===== config.mk =====
export PLATFORM = sky130hd
export DESIGN_NAME = dmem_bus_unit
export DESIGN_NICKNAME = d
export VERILOG_FILES = /design/src/rtl/dmem_bus_unit_pkg.sv /design/src/rtl/dmem_bus_unit_load_extend.sv /design/src/rtl/dmem_bus_unit.sv
export SDC_FILE = /design/constraint.sdc
export NUM_CORES = 1
export LEC_CHECK = 0
export ABC_AREA = 1
export ABC_CLOCK_PERIOD_IN_PS = 1400
export CAP_MARGIN = 20
export CORE_UTILIZATION = 39
export DETAILED_ROUTE_END_ITERATION = 6
export PLACE_DENSITY = 0.77
export SETUP_SLACK_MARGIN = 0.2
export SYNTH_ARGS = -nofsm -noshare
export SYNTH_HDL_FRONTEND = slang
export SYNTH_SLANG_ARGS = --single-unit

===== constraint.sdc =====
create_clock -name clk -period 1.4 [get_ports clk]
set_input_delay 0.42 -clock clk [delete_from_list [all_inputs] [get_ports clk]]
set_output_delay 0.42 -clock clk [all_outputs]
set_load 0.005 [all_outputs]

===== src/rtl/dmem_bus_unit_pkg.sv =====
// Shared encodings for the data-memory bus unit: access sizes, fault causes, FSM states.
package dmem_bus_unit_pkg;

    typedef enum logic [1:0] {
        SIZE_BYTE = 2'b00,
        SIZE_HALF = 2'b01,
        SIZE_WORD = 2'b10,
        SIZE_RSVD = 2'b11
    } size_e;

    localparam logic [3:0] CAUSE_LOAD_MISALIGN  = 4'd4;
    localparam logic [3:0] CAUSE_LOAD_ACCESS    = 4'd5;
    localparam logic [3:0] CAUSE_STORE_MISALIGN = 4'd6;
    localparam logic [3:0] CAUSE_STORE_ACCESS   = 4'd7;

    typedef enum logic [1:0] {
        ST_IDLE  = 2'd0,
        ST_BUS   = 2'd1,
        ST_RESP  = 2'd2,
        ST_FAULT = 2'd3
    } state_e;

    // The reserved size never counts as aligned, so it always faults.
    function automatic logic is_aligned(input logic [1:0] size, input logic [1:0] addr_lo);
        case (size)
            SIZE_BYTE: return 1'b1;
            SIZE_HALF: return ~addr_lo[0];
            SIZE_WORD: return (addr_lo == 2'b00);
            default:   return 1'b0;
        endcase
    endfunction

endpackage


===== src/rtl/dmem_bus_unit_load_extend.sv =====
// Combinational load alignment: shifts the bus word down to the addressed lane
// and zero- or sign-extends byte/half results.
module load_extend
    import dmem_bus_unit_pkg::*;
(
    input  logic [31:0] data,
    input  logic [1:0]  addr_lo,
    input  logic [1:0]  size,
    input  logic        load_signed,
    output logic [31:0] result
);

    logic [31:0] shifted;

    always_comb begin
        shifted = data >> {addr_lo, 3'b000};
        case (size)
            SIZE_BYTE: result = {{24{load_signed & shifted[7]}}, shifted[7:0]};
            SIZE_HALF: result = {{16{load_signed & shifted[15]}}, shifted[15:0]};
            default:   result = shifted;
        endcase
    end

endmodule


===== src/rtl/dmem_bus_unit.sv =====
// Data-memory bus unit bridging the memory stage to the external ACKD_n-handshaked bus.
// Optional bus timeout (access fault after TIMEOUT_CYCLES) enabled by defining DMEM_TIMEOUT_EN.
module dmem_bus_unit
    import dmem_bus_unit_pkg::*;
#(
    parameter int TIMEOUT_CYCLES = 255
) (
    input  logic        clk,
    input  logic        rst,
    input  logic        m_req,
    input  logic        m_write,
    input  logic [1:0]  m_size,
    input  logic [31:0] m_addr,
    input  logic [31:0] m_wdata,
    input  logic        m_load_signed,
    input  logic        m_kill,
    output logic        m_stall,
    output logic        m_done,
    output logic        m_fault,
    output logic [3:0]  m_cause,
    output logic [31:0] m_rdata,
    output logic        MREQ,
    output logic        WRITE,
    output logic [1:0]  SIZE,
    output logic [31:0] DAD,
    output logic [31:0] DDT_out,
    output logic        DDT_oe,
    input  logic [31:0] DDT_in,
    input  logic        ACKD_n
);

    if (TIMEOUT_CYCLES < 1 || TIMEOUT_CYCLES > 1023) begin : g_bad_timeout
        $error("dmem_bus_unit: TIMEOUT_CYCLES out of range 1..1023");
    end

    state_e      state_q, state_d;
    logic [1:0]  addr_lo_q, addr_lo_d;
    logic [1:0]  size_q, size_d;
    logic        write_q, write_d;
    logic        signed_q, signed_d;
    logic        kill_q, kill_d;
    logic        mreq_q, mreq_d;
    logic        bus_write_q, bus_write_d;
    logic        ddt_oe_q, ddt_oe_d;
    logic [31:0] ddt_out_q, ddt_out_d;
    logic [31:0] dad_q, dad_d;
    logic        done_q, done_d;
    logic        fault_q, fault_d;
    logic [3:0]  cause_q, cause_d;
    logic [31:0] rdata_q, rdata_d;
    logic [31:0] load_result;
    logic        killed;

`ifdef DMEM_TIMEOUT_EN
    localparam logic [9:0] TIMEOUT_LAST = 10'(TIMEOUT_CYCLES - 1);
    logic [9:0]  cnt_q, cnt_d;
`endif

    load_extend u_load_extend (
        .data        (DDT_in),
        .addr_lo     (addr_lo_q),
        .size        (size_q),
        .load_signed (signed_q),
        .result      (load_result)
    );

    // A kill seen at any point of the bus cycle only suppresses the completion pulse.
    assign killed = kill_q | m_kill;

    always_comb begin
        state_d     = state_q;
        addr_lo_d   = addr_lo_q;
        size_d      = size_q;
        write_d     = write_q;
        signed_d    = signed_q;
        kill_d      = kill_q;
        mreq_d      = mreq_q;
        bus_write_d = bus_write_q;
        ddt_oe_d    = ddt_oe_q;
        ddt_out_d   = ddt_out_q;
        dad_d       = dad_q;
        cause_d     = cause_q;
        done_d      = 1'b0;
        fault_d     = 1'b0;
        rdata_d     = 32'h0;
`ifdef DMEM_TIMEOUT_EN
        cnt_d       = cnt_q;
`endif
        case (state_q)
            ST_IDLE: begin
                if (m_req && !m_kill) begin
                    if (!is_aligned(m_size, m_addr[1:0])) begin
                        state_d = ST_FAULT;
                        fault_d = 1'b1;
                        cause_d = m_write ? CAUSE_STORE_MISALIGN : CAUSE_LOAD_MISALIGN;
                    end else begin
                        state_d     = ST_BUS;
                        addr_lo_d   = m_addr[1:0];
                        size_d      = m_size;
                        write_d     = m_write;
                        signed_d    = m_load_signed;
                        kill_d      = 1'b0;
                        mreq_d      = 1'b1;
                        bus_write_d = m_write;
                        ddt_oe_d    = m_write;
                        dad_d       = {m_addr[31:2], 2'b00};
                        ddt_out_d   = m_write ? (m_wdata << {m_addr[1:0], 3'b000}) : 32'h0;
`ifdef DMEM_TIMEOUT_EN
                        cnt_d       = 10'd0;
`endif
                    end
                end
            end
            ST_BUS: begin
                kill_d = killed;
                if (!ACKD_n) begin
                    state_d     = ST_RESP;
                    mreq_d      = 1'b0;
                    bus_write_d = 1'b0;
                    ddt_oe_d    = 1'b0;
                    done_d      = ~killed;
                    rdata_d     = (write_q || killed) ? 32'h0 : load_result;
                end
`ifdef DMEM_TIMEOUT_EN
                else if (cnt_q == TIMEOUT_LAST) begin
                    state_d     = ST_FAULT;
                    mreq_d      = 1'b0;
                    bus_write_d = 1'b0;
                    ddt_oe_d    = 1'b0;
                    fault_d     = ~killed;
                    cause_d     = write_q ? CAUSE_STORE_ACCESS : CAUSE_LOAD_ACCESS;
                end else begin
                    cnt_d = cnt_q + 10'd1;
                end
`endif
            end
            ST_RESP:  state_d = ST_IDLE;
            ST_FAULT: state_d = ST_IDLE;
            default:  state_d = ST_IDLE;
        endcase
    end

    always_ff @(posedge clk) begin
        if (rst) begin
            state_q     <= ST_IDLE;
            addr_lo_q   <= 2'b00;
            size_q      <= 2'b00;
            write_q     <= 1'b0;
            signed_q    <= 1'b0;
            kill_q      <= 1'b0;
            mreq_q      <= 1'b0;
            bus_write_q <= 1'b0;
            ddt_oe_q    <= 1'b0;
            ddt_out_q   <= 32'h0;
            dad_q       <= 32'h0;
            done_q      <= 1'b0;
            fault_q     <= 1'b0;
            cause_q     <= 4'h0;
            rdata_q     <= 32'h0;
`ifdef DMEM_TIMEOUT_EN
            cnt_q       <= 10'd0;
`endif
        end else begin
            state_q     <= state_d;
            addr_lo_q   <= addr_lo_d;
            size_q      <= size_d;
            write_q     <= write_d;
            signed_q    <= signed_d;
            kill_q      <= kill_d;
            mreq_q      <= mreq_d;
            bus_write_q <= bus_write_d;
            ddt_oe_q    <= ddt_oe_d;
            ddt_out_q   <= ddt_out_d;
            dad_q       <= dad_d;
            done_q      <= done_d;
            fault_q     <= fault_d;
            cause_q     <= cause_d;
            rdata_q     <= rdata_d;
`ifdef DMEM_TIMEOUT_EN
            cnt_q       <= cnt_d;
`endif
        end
    end

    // A flush arriving during the fault cycle still cancels the pulse.
    assign m_fault = fault_q & ~m_kill;
    assign m_done  = done_q;
    assign m_cause = cause_q;
    assign m_rdata = rdata_q;
    assign m_stall = m_req & ~m_done & ~m_fault;
    assign MREQ    = mreq_q;
    assign WRITE   = bus_write_q;
    assign SIZE    = size_q;
    assign DAD     = dad_q;
    assign DDT_out = ddt_out_q;
    assign DDT_oe  = ddt_oe_q;

endmodule


==> results of run 1 <==
-- kinds of logic (layout without fill, tap and decap cells) --
kind of cell,Yosys count,count (layout),share of synthesized area [%]
and+or+nand+nor,403,405,32.9
AOI/OAI and AO/OA,124,124,12.9
buffers and inverters,113,442,11.1
DFF,109,109,43.0
other,1,6,0.0739
-- what timing repair did --
action,4_1_cts,5_1_grt
setup endpoints to repair,213,209
setup buffers,40,35
pin swaps,81,64
gates resized for setup,796,178
cloned,27,1
-- critical path, cell delays in order --
cell	delay [ns]
clkdlybuf4s50_1	0.48
o21ai_0	0.43
nand2_1	0.13
nand2_1	0.10
nor2_1	0.06
nor2_1	0.17
nor2_1	0.12
-- power by group --
part,switching [mW],total [mW],internal (mW)
registers,0.0788,3.27,3.19
clock network,1.27,2.59,1.31
logic,1.08,2.24,1.15
-- path summary, 6_finish.rpt --
path | start | endpoint | slack (ns) | cells after the start
worst max-delay path | m_wdata[10] | DDT_out[26]$_SDFFE_PP0P_ | -0.27 | 7
worst min-delay path | DDT_out[9]$_SDFFE_PP0P_ | DDT_out[9]$_SDFFE_PP0P_ | 0.48 | 2
worst max register to register | state_q[1]$_SDFFE_PP0P_ | DDT_out[26]$_SDFFE_PP0P_ | -0.22 | 9
worst min register to register | DDT_out[9]$_SDFFE_PP0P_ | DDT_out[9]$_SDFFE_PP0P_ | 0.48 | 2
-- Yosys cell counts, drive strengths merged --
library cell / number
nor3b: 1
nor2: 118
clkinv: 1
nor3: 19
dfxtp: 109
o211ai: 1
or2: 2
a211oi: 1
conb: 1
buf: 37
inv: 57
nand2: 204
a21oi: 43
o21a: 7
clkbuf: 18
nand3: 59
o21ai: 72
-- state kept, by name, indices dropped and copies added, names as in the netlist --
register   count
fault_q        1
m_done         1
m_rdata       32
kill_q         1
state_q        2
m_cause        2
addr_lo_q      2
DDT_oe         1
DAD           30
MREQ           1
write_q        1
signed_q       1
SIZE           2
DDT_out       32
-- metal layers --
layer  vias to the layer above  wire, um  GRT usage (%)  part of all wire, %
met5                         -         0              0                    0
met2                       494     12800           55.8                   49
met3                       161      2460           7.11                  9.4
met1                      3142      8740           34.9                   34
met4                         0      2020           21.6                  7.8
li1                       3056         -              -                    -
-- final cells by class --
| cell class | instances | area [um^2] |
|---|---|---|
| Clock buffer | 11 | 253 |
| Fill cell | 690 | 2120 |
| Inverter | 58 | 258 |
| Sequential cell | 109 | 2310 |
| Timing Repair inverter | 2 | 32.5 |
| Multi-Input combinational cell | 533 | 3480 |
| Clock inverter | 4 | 31.3 |
| Tap cell | 172 | 215 |
| Antenna cell | 2 | 5.00 |
| Timing Repair Buffer | 367 | 3970 |
-- per-stage QoR --
stage	power, mW	utilization, %	setup WS, ns	hold slack, ns
2_1_floorplan	3.93	-	0.0391	0.439
3_3_place_gp	4.63	60.5	-0.678	0.448
3_5_place_dp	4.64	60.5	-0.692	0.453
4_1_cts	7.64	75.7	-0.0478	0.457
5_1_grt	8.31	83.3	-0.331	0.493
6_report	8.10	83.3	-0.271	0.480
==> key figures, run 1 <==
Worst setup path
  – CP endpoint kind: register
  – CP required: 1.64 ns
  – Worst Path Arrival: 1.91 ns
  – Worst setup path class: input pin to register
  – Crit Path Max Fanout: 2
  – Startpoint Class: input pin

STA
  – Final worst slack: -0.271 ns
  – Pins over their slew limit: 0
  – Final hold vios: 0
  – Setup TNS: -7.07 ns
  – Max Clock Freq: 599 MHz
  – RSZ-0062 raised after global routing: true
  – Final setup vio count: 82
  – Min Tclk post-route: 1.67 ns
  – Post-route clock period utilization: 119%
  – Clk_skew: 0.0168 ns

CTS
  – Hold Buf Count CTS: 0
  – Clk pin slew, worst setup/hold paths: 0.09 ns
  – CTS buffer count: 9
  – Max Root-Sink Buffers: 2
  – Worst skew pair latency: 0.37 ns
  – Root Driver: clkbuf_16
  – Clock Sinks: 109
  – # H-tree levels: 3
  – CTS tree: built

Placement
  – Post-Place Cells: 1138
  – DPL Wire Length: 11.7 mm
  – GPL Wtd Cong: 0.930
  – Area after DPL: 7670 um^2
  – I/O Buffers: 208

Synthesis
  – Sequential element share of the synthesized area: 43.0%
  – Post-synthesis cell area: 5070 um^2
  – Syn Area/Cell: 6.76 um^2
  – Yosys warnings: 0
  – Post-Syn Instances: 750
  – Yosys top cell area share: 43.0%
  – Post-synth top area cell: dfxtp_1
  – Post-synth cell types: 32
  – Synth top area cells: dfxtp_1 43%, nand2_1 15%, nor2_1 8.5%
  – Register bit total from synthesis: 109

Layout
  – Commonest non-fill, non-tap cell in the layout: nand2_1
  – Design area: 10600 um^2
  – Area Growth Syn to Fin: 108%
  – Commonest non-fill, non-tap cells in the layout: 143 x nand2_1, 92 x clkdlybuf4s50_1, 87 x buf_6, 81 x dfxtp_2, 81 x buf_4
  – Fin nets: 1185
  – Layout cell share with drive strength beyond 1: 56.7%
  – Final Instance Count excl. Fillers: 1258

Outcome
  – Status: finished, violations left
  – Failing checks: negative setup slack

Routing
  – Drt wl/cell: 20.7 um
  – Vias: 6853
  – Post-route ant nets: 0
  – Vias/cell: 5.45
  – Drt drc: 0
  – First DRT Iteration DRCs: 652
  – Total wire length after detailed routing: 26.1 mm
  – Drt first pass iters: 7

Power and ir drop
  – Worst ir drop on vdd: 0.000553 V
  – Static leakage: 5.11 nW
  – PD cells: 767 nW/um^2

Floorplanning
  – Die W: 116 um
  – Initial Utilization: 40.0%
  – Row cnt: 41
  – Die Y: 116 um
  – Area of the die: 13500 um^2
  – Core box area: 12700 um^2
  – Ports: 213

Hold path
  – Min-Delay Path Class: register to register

Run
  – Max_cap viols: 0

Global route
  – First-pass GRT wire length: 32.5 mm
  – Gr usage total: 32.1%
  – Initial antenna violation count: 2
  – Pin count of the biggest net entering global routing: 33
  – Grt ovf: 0
  – Vias in the first global route: 6243
Power figures use the tool's default switching activity.
==> run 2: changes to the inputs <==
Settings changed: CORE_MARGIN set to 4, TNS_END_PERCENT set to 20.
==> key figures, run 2 (synthesized netlist as in run 1, its figures left out) <==
Outcome
  – Status: finished, violations left
  – Failing checks: negative setup slack

Worst setup path
  – CP required: 0.98 ns (-0.66 ns)
  – Worst setup path class: register to output port
  – Cell chain of the critical path: inv_2 -> nor2_2 -> nor3b_2 -> buf_2
  – CP endpoint kind: output port
  – Startpoint Class: register
  – CP startpoint: fault_q$_SDFF_PP0_
  – R2r startpoint: state_q[1]$_SDFFE_PP0P_
  – Slowest stage cell, crit path: dfxtp_2
  – Worst Path Arrival: 1.06 ns (-0.85 ns)
  – Crit Path Max Fanout: 2 (unchanged)
  – Peak per-stage delay on the critical path: 0.32 ns (-0.16 ns)

CTS
  – Root Driver: clkbuf_16
  – Max Root-Sink Buffers: 2 (unchanged)
  – Clock Sinks: 109 (unchanged)
  – CTS buffer count: 9 (unchanged)
  – Hold Buf Count CTS: 0 (unchanged)
  – Worst skew pair latency: 0.35 ns (-0.02 ns)
  – Clk pin slew, worst setup/hold paths: 0.07 ns (-0.02 ns)
  – # H-tree levels: 3 (unchanged)
  – CTS tree: built

STA
  – Post-route clock period utilization: 106% (-14 points)
  – Setup TNS: -0.482 ns (+6.59 ns)
  – Clk_skew: 0.00820 ns (-0.00865 ns)
  – Final worst slack: -0.0776 ns (+0.193 ns)
  – Min Tclk post-route: 1.48 ns (-0.193 ns)
  – Pins over their slew limit: 0 (unchanged)
  – Max Clock Freq: 677 MHz (+13%)
  – Final hold vios: 0 (unchanged)
  – RSZ-0062 raised after global routing: true
  – Final setup vio count: 29 (-65%)

Hold path
  – Min-Delay Path Class: input pin to register
  – Hold path start: m_size[0]

Routing
  – Total wire length after detailed routing: 19.9 mm (-24%)
  – Drt first pass iters: 5 (-2)
  – Vias/cell: 5.09 (-6.5%)
  – Drt wl/cell: 16.8 um (-19%)
  – Drt drc: 0 (unchanged)
  – First DRT Iteration DRCs: 546 (-16%)
  – Vias: 6018 (-12%)
  – Post-route ant nets: 0 (unchanged)

Global route
  – Pin count of the biggest net entering global routing: 36 (+9.1%)
  – Initial antenna violation count: 0 (-2)
  – Grt ovf: 0 (unchanged)
  – Gr usage total: 25.6% (-6.4 points)
  – Vias in the first global route: 5769 (-7.6%)
  – First-pass GRT wire length: 29.8 mm (-8.1%)

Floorplanning
  – Ports: 213 (unchanged)
  – Initial Utilization: 40.0% (unchanged)
  – Die W: 122 um (+5.2%)
  – Core box area: 12700 um^2 (unchanged)
  – Die Y: 122 um (+5.2%)
  – Area of the die: 14900 um^2 (+11%)
  – Row cnt: 41 (unchanged)

Layout
  – Commonest non-fill, non-tap cell in the layout: nand2_1
  – Antenna diode count: 0 (-2)
  – Fin nets: 1112 (-6.2%)
  – Area Growth Syn to Fin: 80.7%
  – Commonest non-fill, non-tap cells in the layout: 163 x nand2_1, 94 x clkdlybuf4s50_1, 84 x nor2_1, 75 x dfxtp_2, 62 x buf_6
  – Final core occ: 72.3% (-11 points)
  – Layout cell share with drive strength beyond 1: 44.2% (-13 points)
  – Final Instance Count excl. Fillers: 1182 (-6.0%)
  – Design area: 9170 um^2 (-13%)

Placement
  – DPL Wire Length: 12.5 mm (+6.6%)
  – Post-Place Cells: 1141 (+0.26%)
  – I/O Buffers: 208 (unchanged)
  – Place WS: -0.721 ns (-0.0291 ns)
  – Area after DPL: 7640 um^2 (-0.33%)
  – GPL Wtd Cong: 0.915 (-1.6%)

Power and ir drop
  – Worst ir drop on vdd: 0.000538 V (-2.7%)
  – Static leakage: 4.25 nW (-17%)
  – PD cells: 848 nW/um^2 (+11%)

Run
  – Max_cap viols: 0 (unchanged)
-- run 2: cell types whose count changed in the layout (fill, tap and decap cells not counted), moves of 11 or more --
cell | previous run | this run
nor2_2 | 24 | 12
nand2_1 | 143 | 163
nor2_1 | 59 | 84
buf_4 | 81 | 49
inv_1 | 31 | 47
nand3_1 | 40 | 51
nand2_4 | 41 | 19
inv_2 | 21 | 7
buf_6 | 87 | 62
dfxtp_1 | 21 | 34
nor2_4 | 35 | 22
-- run 2: routing by layer --
metal / part of all wire, % / GRT usage (%) / vias up
met2: 50 / 44.0 / 312
met3: 8.4 / 5.99 / 58
met5: 0 / 0 / -
li1: - / - / 2887
met1: 38 / 29.6 / 2761
met4: 4.0 / 13.4 / 0
-- run 2: critical path, delay by kind of cell, from the launching register on --
family	cells	cell delay (ns)
DFF	1	0.32
buffers and inverters	2	0.18
and+or+nand+nor	2	0.21
-- run 2: cell type report --
| class | instances | area, um^2 |
|---|---|---|
| clock buffer | 10 | 239 |
| timing repair buffer | 296 | 3070 |
| clock inverter | 4 | 73.8 |
| tap | 172 | 215 |
| timing repair inverter | 1 | 16.3 |
| fill | 938 | 3510 |
| inverter | 58 | 248 |
| multi-input combinational | 532 | 3030 |
| sequential | 109 | 2280 |
-- run 2: worst paths after layout --
check,endpoint,depth (start not counted),slack (ns)
setup reg to reg,DAD[4]$_SDFFE_PP0P_,9,-0.05
hold / removal,SIZE[0]$_SDFFE_PP0P_,3,0.40
hold reg to reg,DDT_out[11]$_SDFFE_PP0P_,2,0.46
setup / recovery,m_stall,4,-0.08
-- run 2: report_power, final --
group / leakage, nW / internal, mW / switching, mW
Sequential: 0.918 / 3.20 / 0.0679
Combinational: 3.18 / 0.925 / 0.839
Clock: 0.154 / 1.60 / 1.14
-- run 2: per-stage QoR --
stage / hold WS, ns / power, mW
6_report: 0.405 / 7.77
5_1_grt: 0.413 / 8.08
4_1_cts: 0.386 / 7.63
3_5_place_dp: 0.452 / 4.64
3_3_place_gp: 0.447 / 4.62
2_1_floorplan: 0.434 / 3.90
-- run 2: repair_timing --
item | in CTS | in global routing
gates resized for setup | 730 | 73
pin swaps | 96 | 61
endpoints found under the setup margin | 211 | 200
setup buffers | 8 | 4
cloned | 14 | 1
==> run 3: changes to the inputs <==
Settings changed: ABC_CLOCK_PERIOD_IN_PS 1400 to 1500, CORE_UTILIZATION 39 to 43, PLACE_DENSITY 0.77 to 0.81.
Clock period 1.4 ns to 1.5 ns, I/O delays scaled along.
==> key figures, run 3 (synthesized netlist as in run 1, its figures left out) <==
Floorplanning
  – Die W: 117 um (-4.5%)
  – Area of the die: 13600 um^2 (-8.7%)
  – Die Y: 117 um (-4.5%)
  – Row cnt: 39 (-4.9%)
  – Ports: 213 (unchanged)
  – Core box area: 11500 um^2 (-9.5%)
  – Initial Utilization: 44.2% (+4.2 points)

STA
  – Final setup vio count: 0 (-100%)
  – Post-route clock period utilization: 98.6%
  – Min Tclk post-route: 1.48 ns
  – RSZ-0062 raised after global routing: true
  – Clk_skew: 0.00612 ns (-0.00208 ns)
  – Least-Margin Pin Slew: 0.552 ns
  – Max Clock Freq: 676 MHz
  – Final hold vios: 0 (unchanged)
  – Worst hold slack: 0.452 ns (+0.0472 ns)
  – Final worst slack: 0.0208 ns (+0.0984 ns)
  – Pins over their slew limit: 0 (unchanged)
  – Max transition margin: 63.1%

Worst setup path
  – Worst Path Arrival: 1.73 ns (+0.67 ns)
  – Worst setup path class: register to register
  – CP required: 1.75 ns (+0.77 ns)
  – Startpoint Class: register
  – Crit Path Max Fanout: 8 (+6)
  – Cell family with most CP delay: buffers and inverters
  – Cell chain of the critical path: inv_2 -> nand2_2 -> nor2_4 -> buf_6 -> nand2_8 -> buf_12 -> buf_8 -> clkbuf_16 -> o21ai_2 -> nor2_1
  – CP endpoint kind: register
  – Peak per-stage delay on the critical path: 0.33 ns (about the same)
  – Slowest stage cell, crit path: dfxtp_2
  – Buffer and inverter count on the worst path: 5 (+3)
  – Reg2reg setup slack: 0.02 ns (+0.07 ns)

CTS
  – CTS buffer count: 9 (unchanged)
  – Worst skew pair latency: 0.35 ns (about the same)
  – Clk pin slew, worst setup/hold paths: 0.07 ns (about the same)
  – Max Root-Sink Buffers: 2 (unchanged)
  – Hold Buf Count CTS: 0 (unchanged)
  – Root Driver: clkbuf_16
  – CTS tree: built
  – Clock Sinks: 109 (unchanged)
  – # H-tree levels: 3 (unchanged)

Global route
  – Grt ovf: 0 (unchanged)
  – Initial antenna violation count: 2 (+2)
  – Pin count of the biggest net entering global routing: 42 (+17%)
  – Gr usage total: 24.9% (-0.70 points)
  – First-pass GRT wire length: 26.5 mm (-11%)
  – Vias in the first global route: 5415 (-6.1%)

Hold path
  – Min-Delay Path Class: input pin to register

Placement
  – I/O Buffers: 208 (unchanged)
  – DPL Wire Length: 12.4 mm (-0.36%)
  – Place WS: -0.698 ns (+0.0227 ns)
  – GPL Wtd Cong: 0.894 (-2.3%)

Layout
  – Commonest non-fill, non-tap cells in the layout: 191 x nand2_1, 95 x nor2_1, 88 x clkdlybuf4s50_1, 73 x clkbuf_2, 61 x dfxtp_1
  – Area Growth Syn to Fin: 63.7%
  – Commonest non-fill, non-tap cell in the layout: nand2_1
  – Fin nets: 1111 (-0.090%)
  – Layout cell share with drive strength beyond 1: 36.1% (-8.1 points)

Run
  – Max_cap viols: 0 (unchanged)

Routing
  – Drt wl/cell: 16.1 um (-4.2%)
  – First DRT Iteration DRCs: 552 (+1.1%)
  – Drt drc: 0 (unchanged)
  – Vias/cell: 5.12 (+0.62%)
  – Drt first pass iters: 6 (+1)
  – Post-route ant nets: 0 (unchanged)
  – Total wire length after detailed routing: 18.6 mm (-6.3%)
  – Vias: 5922 (-1.6%)

Power and ir drop
  – PD cells: 816 nW/um^2 (-3.8%)
  – Worst ir drop on vdd: 0.000533 V (-1.0%)
  – Static leakage: 3.99 nW (-6.1%)

Outcome
  – Status: finished clean
run 3: cell types whose count changed in the layout (fill, tap and decap cells not counted), sizes merged, moves of 3 or more:
| cell | before | now |
|---|---|---|
| clkbuf | 12 | 86 |
| buf | 190 | 114 |
| clkdlybuf4s15 | 5 | 2 |
| clkdlybuf4s50 | 94 | 88 |
| dlymetal6s2s | 0 | 9 |
run 3: where the power goes:
| part | internal, mW | leakage (nW) | total [mW] | switching, mW |
|---|---|---|---|---|
| combinational | 0.735 | 2.95 | 1.44 | 0.708 |
| clock | 1.19 | 0.139 | 2.31 | 1.12 |
| sequential | 2.98 | 0.906 | 3.03 | 0.0451 |
run 3: per-layer routing:
| metal | vias up | part of all wire [%] | track usage, % |
|---|---|---|---|
| li1 | 2887 | - | - |
| met1 | 2706 | 39 | 28.7 |
| met2 | 281 | 49 | 44.1 |
| met3 | 48 | 8.6 | 5.91 |
| met4 | 0 | 3.6 | 10.6 |
| met5 | - | 0 | 0 |
run 3: tightest hold or removal path, stage by stage:
cell            delay [ns]
dlymetal6s2s_1        0.11
or2_4                 0.14
nor3_4                0.06
run 3: final timing paths:
kind,from,end,cells after the start
max,state_q[0]$_SDFFE_PP0P_,DAD[31]$_SDFFE_PP0P_,10
min,rst,m_done$_SDFF_PP0_,3
max reg2reg,state_q[0]$_SDFFE_PP0P_,DAD[31]$_SDFFE_PP0P_,10
min reg2reg,DAD[12]$_SDFFE_PP0P_,DAD[12]$_SDFFE_PP0P_,2
run 3: what timing repair did:
action,4_1_cts,5_1_grt
gates resized for setup,274,293
cloned,6,4
pin swaps,7,77
setup buffers,7,5
endpoints found under the setup margin,210,183
run 3: area by class of cell:
type | count | area, um^2
fill | 894 | 3170
multi-input combinational | 532 | 2720
timing repair buffer | 295 | 2620
sequential | 109 | 2240
inverter | 58 | 240
clock buffer | 10 | 239
tap | 143 | 179
clock inverter | 6 | 47.5
timing repair inverter | 1 | 8.76
antenna | 2 | 5.00
run 3: per-stage QoR:
step | instance area (um^2) | utilization [%] | power [mW] | setup TNS (ns) | std cells
final | 8300 | 72.4 | 6.78 | 0 | 1156
after global routing | 8300 | 72.4 | 7.03 | -0.0698 | 1156
after CTS | 8060 | 70.3 | 6.65 | 0 | 1145
after detailed placement | 7640 | 66.6 | 4.33 | -49.01 | 1116
after global placement | 7640 | 66.6 | 4.31 | -47.21 | 1116
after floorplan | 5120 | - | 3.64 | 0 | 753
